## config.mk

```make
export PLATFORM = sky130hd
export DESIGN_NAME = digit_serial_adder_flat
export DESIGN_NICKNAME = d
export VERILOG_FILES = /design/src/rtl/digit_serial_adder_if.sv /design/src/rtl/digit_serial_adder.sv /design/src/flat_wrapper.sv
export SDC_FILE = /design/constraint.sdc
export NUM_CORES = 1
export LEC_CHECK = 0
export CAP_MARGIN = 20
export CORE_ASPECT_RATIO = 0.75
export CORE_MARGIN = 2
export CORE_UTILIZATION = 55
export DETAILED_ROUTE_END_ITERATION = 16
export PLACE_DENSITY_LB_ADDON = 0.05
export SLEW_MARGIN = 20
export SYNTH_ARGS = -nofsm -noshare
export SYNTH_HDL_FRONTEND = slang
export SYNTH_SLANG_ARGS = --single-unit
```

## constraint.sdc

```tcl
create_clock -name clk -period 4.3 [get_ports clk]
set_input_delay 0.86 -clock clk [delete_from_list [all_inputs] [get_ports clk]]
set_output_delay 0.86 -clock clk [all_outputs]
set_load 0.01 [all_outputs]
```

## src/rtl/digit_serial_adder_if.sv

```systemverilog
// Operation request / result bundle for the digit-serial adder.
interface digit_serial_adder_if #(
    parameter int unsigned WIDTH = 8
);
    logic             start;
    logic [1:0]       op;
    logic [WIDTH-1:0] a;
    logic [WIDTH-1:0] b;
    logic             ci;
    logic             busy;
    logic             done;
    logic [WIDTH-1:0] s;
    logic             co;
    logic             ovf;
    logic             zero;
    logic             lsb;

    modport master (
        output start, op, a, b, ci,
        input  busy, done, s, co, ovf, zero, lsb
    );

    modport slave (
        input  start, op, a, b, ci,
        output busy, done, s, co, ovf, zero, lsb
    );
endinterface

```

## src/rtl/digit_serial_adder.sv

```systemverilog
// Multi-cycle adder/subtractor/accumulator that adds DIGIT bits per clock,
// LSB slice first, and publishes the full result only on completion.
module digit_serial_adder #(
    parameter int unsigned WIDTH = 8,
    parameter int unsigned DIGIT = 4
) (
    input  logic               clk,
    input  logic               rst,
    digit_serial_adder_if.slave bus
);
    if ((DIGIT == 0) || (WIDTH == 0) || ((WIDTH % DIGIT) != 0)) begin : g_param_err
        $error("digit_serial_adder: WIDTH must be a positive multiple of DIGIT");
    end

    localparam int unsigned N     = WIDTH / DIGIT;
    localparam int unsigned CNT_W = (N > 1) ? $clog2(N) : 1;
    localparam logic [CNT_W-1:0] LAST = CNT_W'(N - 1);

    localparam logic [1:0] OP_ADD = 2'b00;
    localparam logic [1:0] OP_SUB = 2'b01;
    localparam logic [1:0] OP_ACC = 2'b10;
    localparam logic [1:0] OP_CLR = 2'b11;

    typedef enum logic [1:0] {
        IDLE = 2'd0,
        RUN  = 2'd1,
        DONE = 2'd2
    } state_e;

    state_e             state_q, state_d;
    logic [WIDTH-1:0]   x_q, x_d;
    logic [WIDTH-1:0]   y_q, y_d;
    logic [WIDTH-1:0]   sum_q, sum_d;
    logic               carry_q, carry_d;
    logic [CNT_W-1:0]   cnt_q, cnt_d;
    logic [WIDTH-1:0]   s_q, s_d;
    logic               co_q, co_d;
    logic               ovf_q, ovf_d;
    logic               zero_q, zero_d;
    logic               lsb_q, lsb_d;
    logic               busy_q, busy_d;
    logic               done_q, done_d;

    logic [DIGIT:0]       slice_full;
    logic [DIGIT-1:0]     slice_sum;
    logic                 slice_co;
    logic                 slice_msb_ci;
    logic [WIDTH+DIGIT-1:0] sum_cat;
    logic [WIDTH-1:0]     sum_next;

    // One DIGIT-wide slice of the ripple, plus the carry into its top bit for overflow.
    always_comb begin
        slice_full   = {1'b0, x_q[DIGIT-1:0]} + {1'b0, y_q[DIGIT-1:0]}
                     + {{DIGIT{1'b0}}, carry_q};
        slice_sum    = slice_full[DIGIT-1:0];
        slice_co     = slice_full[DIGIT];
        slice_msb_ci = x_q[DIGIT-1] ^ y_q[DIGIT-1] ^ slice_sum[DIGIT-1];
        sum_cat      = {slice_sum, sum_q};
        sum_next     = sum_cat[WIDTH+DIGIT-1:DIGIT];
    end

    always_comb begin
        state_d = state_q;
        x_d     = x_q;
        y_d     = y_q;
        sum_d   = sum_q;
        carry_d = carry_q;
        cnt_d   = cnt_q;
        s_d     = s_q;
        co_d    = co_q;
        ovf_d   = ovf_q;

        unique case (state_q)
            IDLE: begin
                if (bus.start) begin
                    if (bus.op == OP_CLR) begin
                        state_d = DONE;
                        s_d     = '0;
                        co_d    = 1'b0;
                        ovf_d   = 1'b0;
                    end else begin
                        state_d = RUN;
                        x_d     = (bus.op == OP_ACC) ? s_q : bus.a;
                        y_d     = (bus.op == OP_SUB) ? ~bus.b : bus.b;
                        carry_d = (bus.op == OP_SUB) ? 1'b1 : bus.ci;
                        sum_d   = '0;
                        cnt_d   = '0;
                    end
                end
            end
            RUN: begin
                x_d     = x_q >> DIGIT;
                y_d     = y_q >> DIGIT;
                carry_d = slice_co;
                sum_d   = sum_next;
                cnt_d   = cnt_q + CNT_W'(1);
                if (cnt_q == LAST) begin
                    state_d = DONE;
                    s_d     = sum_next;
                    co_d    = slice_co;
                    ovf_d   = slice_msb_ci ^ slice_co;
                end
            end
            DONE: state_d = IDLE;
            default: state_d = IDLE;
        endcase

        zero_d = (s_d == '0);
        lsb_d  = s_d[0];
        busy_d = (state_d != IDLE);
        done_d = (state_d == DONE);
    end

    always_ff @(posedge clk or posedge rst) begin
        if (rst) begin
            state_q <= IDLE;
            x_q     <= '0;
            y_q     <= '0;
            sum_q   <= '0;
            carry_q <= 1'b0;
            cnt_q   <= '0;
            s_q     <= '0;
            co_q    <= 1'b0;
            ovf_q   <= 1'b0;
            zero_q  <= 1'b1;
            lsb_q   <= 1'b0;
            busy_q  <= 1'b0;
            done_q  <= 1'b0;
        end else begin
            state_q <= state_d;
            x_q     <= x_d;
            y_q     <= y_d;
            sum_q   <= sum_d;
            carry_q <= carry_d;
            cnt_q   <= cnt_d;
            s_q     <= s_d;
            co_q    <= co_d;
            ovf_q   <= ovf_d;
            zero_q  <= zero_d;
            lsb_q   <= lsb_d;
            busy_q  <= busy_d;
            done_q  <= done_d;
        end
    end

    assign bus.busy = busy_q;
    assign bus.done = done_q;
    assign bus.s    = s_q;
    assign bus.co   = co_q;
    assign bus.ovf  = ovf_q;
    assign bus.zero = zero_q;
    assign bus.lsb  = lsb_q;

endmodule

```

## src/flat_wrapper.sv

```systemverilog
// flat-port wrapper written by rule: the top's interface ports become plain ports
module digit_serial_adder_flat 
#(
    parameter int unsigned WIDTH = 8,
    parameter int unsigned DIGIT = 4
)
  (clk, rst, bus_start, bus_op, bus_a, bus_b, bus_ci, bus_busy, bus_done, bus_s, bus_co, bus_ovf, bus_zero, bus_lsb);
  digit_serial_adder_if #(.WIDTH(WIDTH)) bus_i ();
  input  logic clk;
  input  logic rst;
  input wire logic [$bits(bus_i.start)-1:0] bus_start;
  input wire logic [$bits(bus_i.op)-1:0] bus_op;
  input wire logic [$bits(bus_i.a)-1:0] bus_a;
  input wire logic [$bits(bus_i.b)-1:0] bus_b;
  input wire logic [$bits(bus_i.ci)-1:0] bus_ci;
  output wire logic [$bits(bus_i.busy)-1:0] bus_busy;
  output wire logic [$bits(bus_i.done)-1:0] bus_done;
  output wire logic [$bits(bus_i.s)-1:0] bus_s;
  output wire logic [$bits(bus_i.co)-1:0] bus_co;
  output wire logic [$bits(bus_i.ovf)-1:0] bus_ovf;
  output wire logic [$bits(bus_i.zero)-1:0] bus_zero;
  output wire logic [$bits(bus_i.lsb)-1:0] bus_lsb;
  assign bus_i.start = bus_start;
  assign bus_i.op = bus_op;
  assign bus_i.a = bus_a;
  assign bus_i.b = bus_b;
  assign bus_i.ci = bus_ci;
  assign bus_busy = bus_i.busy;
  assign bus_done = bus_i.done;
  assign bus_s = bus_i.s;
  assign bus_co = bus_i.co;
  assign bus_ovf = bus_i.ovf;
  assign bus_zero = bus_i.zero;
  assign bus_lsb = bus_i.lsb;
  digit_serial_adder #(.WIDTH(WIDTH), .DIGIT(DIGIT)) u_core (.clk(clk), .rst(rst), .bus(bus_i));
endmodule
```

==> results.sh <==
export IMPL_post_layout_total_power_mw=1.627
export IMPL_fmax_mhz=407.2
export IMPL_post_drt_wl_per_cell_um=15.66
export IMPL_ys_types=36
export IMPL_maxSlewViolCount=0
export IMPL_root_buffer="clkbuf_8"
export IMPL_gp_congestion=0.9025
export IMPL_syn_to_final_growth_pct=24.87
export IMPL_routed_via_count=1473
export IMPL_drive_gt1_share_pct=7.834
export IMPL_wl_um=4025
export IMPL_yosysSeqAreaShare_pct=49.93
export IMPL_hpwl_um=2937
export IMPL_r2r_slack_ps=1990
export IMPL_post_cts_setup_buffer_count=0
export IMPL_ys_ff_latch=37
export IMPL_vias_per_cell=5.732
export IMPL_grt_usage_pct=23.10
export IMPL_coreArea_um2=3266
export IMPL_post_cts_resized=0
export IMPL_critPathKind="in -> reg"
export IMPL_start_util_pct=56.86
export IMPL_overflow=0
export IMPL_muxShareOfSynthArea_pct=4.313
export IMPL_die_x_um=71.09
export IMPL_setup_worst_path_start_class="primary input"
export IMPL_power_density_nw_per_um2=701.6
export IMPL_synth_top_family_by_area="compound AO/OA/AOI/OAI gates"
export IMPL_timing_final_crit_share_pct=57.11
export IMPL_clk_latency_ps=300
export IMPL_cts_buffers=5
export IMPL_cp_data_required_time_ps=4430
export IMPL_slew_headroom_pct=34.47
export IMPL_setup_viol=0
export IMPL_die_area_um2=3862
export IMPL_synthFlopType="dfrtp_1"
export IMPL_cap_violations=0
export IMPL_io_buffers=35
export IMPL_crit_arrival_ps=2590
export IMPL_clk_pin_slew_ps=80
export IMPL_drt_iter0_drc=122
export IMPL_grt_pass1_vias=1346
export IMPL_syn_num_nets=210
export IMPL_antenna_found_initial=0
export IMPL_io_pins=36
export IMPL_drcViolationCount=0
export IMPL_firstDrtPassIters=4
export IMPL_critPathMaxFanout=9
export IMPL_avgSynthCellArea_um2=10.15
export IMPL_fin_nets=243
export IMPL_fin_crit_ps=2456
export IMPL_fin_setup_tns_ps=0
export IMPL_synth_warnings=0
export IMPL_outcome="finished, final reports clean"
export IMPL_die_h_um=54.32
export IMPL_cts_tree="done"
export IMPL_p_leak_nw=1.044
export IMPL_clock_skew_final_ps=11.68
export IMPL_layout_commonest_cell="dfrtp_1"
export IMPL_cts_sinks=37
export IMPL_finalHoldViolations=0
export IMPL_syn_cell_area_um2=1857
export IMPL_row_count=18
export IMPL_grt_pass1_wl_um=6389
export IMPL_async_reset_ff_share_pct=100.0
export IMPL_synth_compound_area_share_pct=18.46
export IMPL_grt_max_degree=28
export IMPL_layout_common_cells="36 x dfrtp_1, 35 x clkdlybuf4s50_1, 21 x nor2_1"
export IMPL_htreeDepth=2
export IMPL_syn_inst=183
export IMPL_worst_slew_pin_slew_ps=981.9
export IMPL_endpoint_kind="flip-flop"
export IMPL_synthAdderAreaFrac_pct=4.178
export IMPL_max_vdd_ir_drop_mv=0.4733
export IMPL_ctsHoldBuffers=0
export IMPL_fill_cells=240
export IMPL_hp_class="reg -> reg"
export IMPL_postRouteAntennaNets=0
export IMPL_diodes=0
export IMPL_synth_edff_count=0
export IMPL_synth_xor_area_share_pct=5.189
export IMPL_synthSimpleGateAreaFrac_pct=14.02
export IMPL_rsz0062_at_grt="false"
export IMPL_clockBufferDepth=2
## per-layer routing
metal | global-route usage (%) | part of all wire (%) | up-vias
met2 | 34.27 | 44 | 56
met4 | 11.32 | 0.87 | 0
met5 | 0 | 0 | -
met3 | 8.287 | 6.1 | 4
met1 | 30.53 | 49 | 709
li1 | - | - | 704
## Yosys cell counts, drive strengths merged, types with 2 or more instances
cell type | n | share of area (%)
a211oi | 8 | 3.2
a21o | 3 | 1.2
nand2 | 19 | 3.8
ha | 3 | 2.0
nand3 | 2 | 0.81
xnor2 | 10 | 4.7
dfrtp | 36 | 49
o21ai | 18 | 4.9
buf | 9 | 2.7
nor2 | 23 | 4.9
inv | 5 | 1.0
fa | 2 | 2.2
a21oi | 11 | 3.2
nand2b | 3 | 1.0
a22o | 8 | 3.8
mux2i | 8 | 4.3
## final timing paths
check | from | to | cells past startpoint
setup reg to reg | u_core.carry_q | u_core.bus.ovf | 6
max in group asynchronous | rst | u_core.bus.zero | 3
hold reg to reg | u_core.y_q[6] | u_core.y_q[2] | 2
min in group asynchronous | rst | u_core.y_q[7] | 2
setup / recovery | bus_op[0] | u_core.y_q[1] | 6
hold / removal | u_core.y_q[6] | u_core.y_q[2] | 2
## flip-flops by register name, indices dropped and copies added (netlist names), 2 cells and up
signal          flops
u_core.state_q      2
u_core.sum_q        4
u_core.x_q          8
u_core.y_q          8
u_core.bus.s        8
## cell type report
class	count	area, µm²	share of cell area (%)
Sequential cell	37	927.1	39.99
Multi-Input combinational cell	131	857.1	36.97
Timing Repair Buffer	36	357.8	15.43
Clock buffer	6	72.57	3.130
Tap cell	40	50.05	2.159
Clock inverter	2	35.03	1.511
Inverter	5	18.77	0.8095
## cell families after synthesis
| group | Yosys count |
|---|---|
| simple gates | 54 |
| compound gates | 53 |
| flops | 37 |
| buf+inv | 15 |
| xor+xnor | 11 |
| mux | 8 |
| fa+ha+maj | 5 |
## critical path: stages
cell and delay (ps):
clkdlybuf4s50_1 530, nor2b_1 730, xnor2_1 200, nor2_1 60, a21oi_1 120, o21ai_0 90
## where the power goes
group / internal, mW / switching [mW]
clock network: 0.172 / 0.124
registers: 0.497 / 0.127
logic: 0.330 / 0.377
total: 0.999 / 0.628
## per-stage QoR
step	worst slack, ps	cell area (µm²)	util [%]	hold WS, ps	cells
after CTS	1850	2318	71.00	485.7	257
after floorplan	2309	1857	-	450.5	183
after global routing	1728	2318	71.00	519.7	257
after global placement	1646	2211	67.70	465.3	249
final	1844	2318	71.00	482.4	257
after detailed placement	1540	2211	67.70	468.0	249
Note: power is estimated with default switching activity, not from simulation.
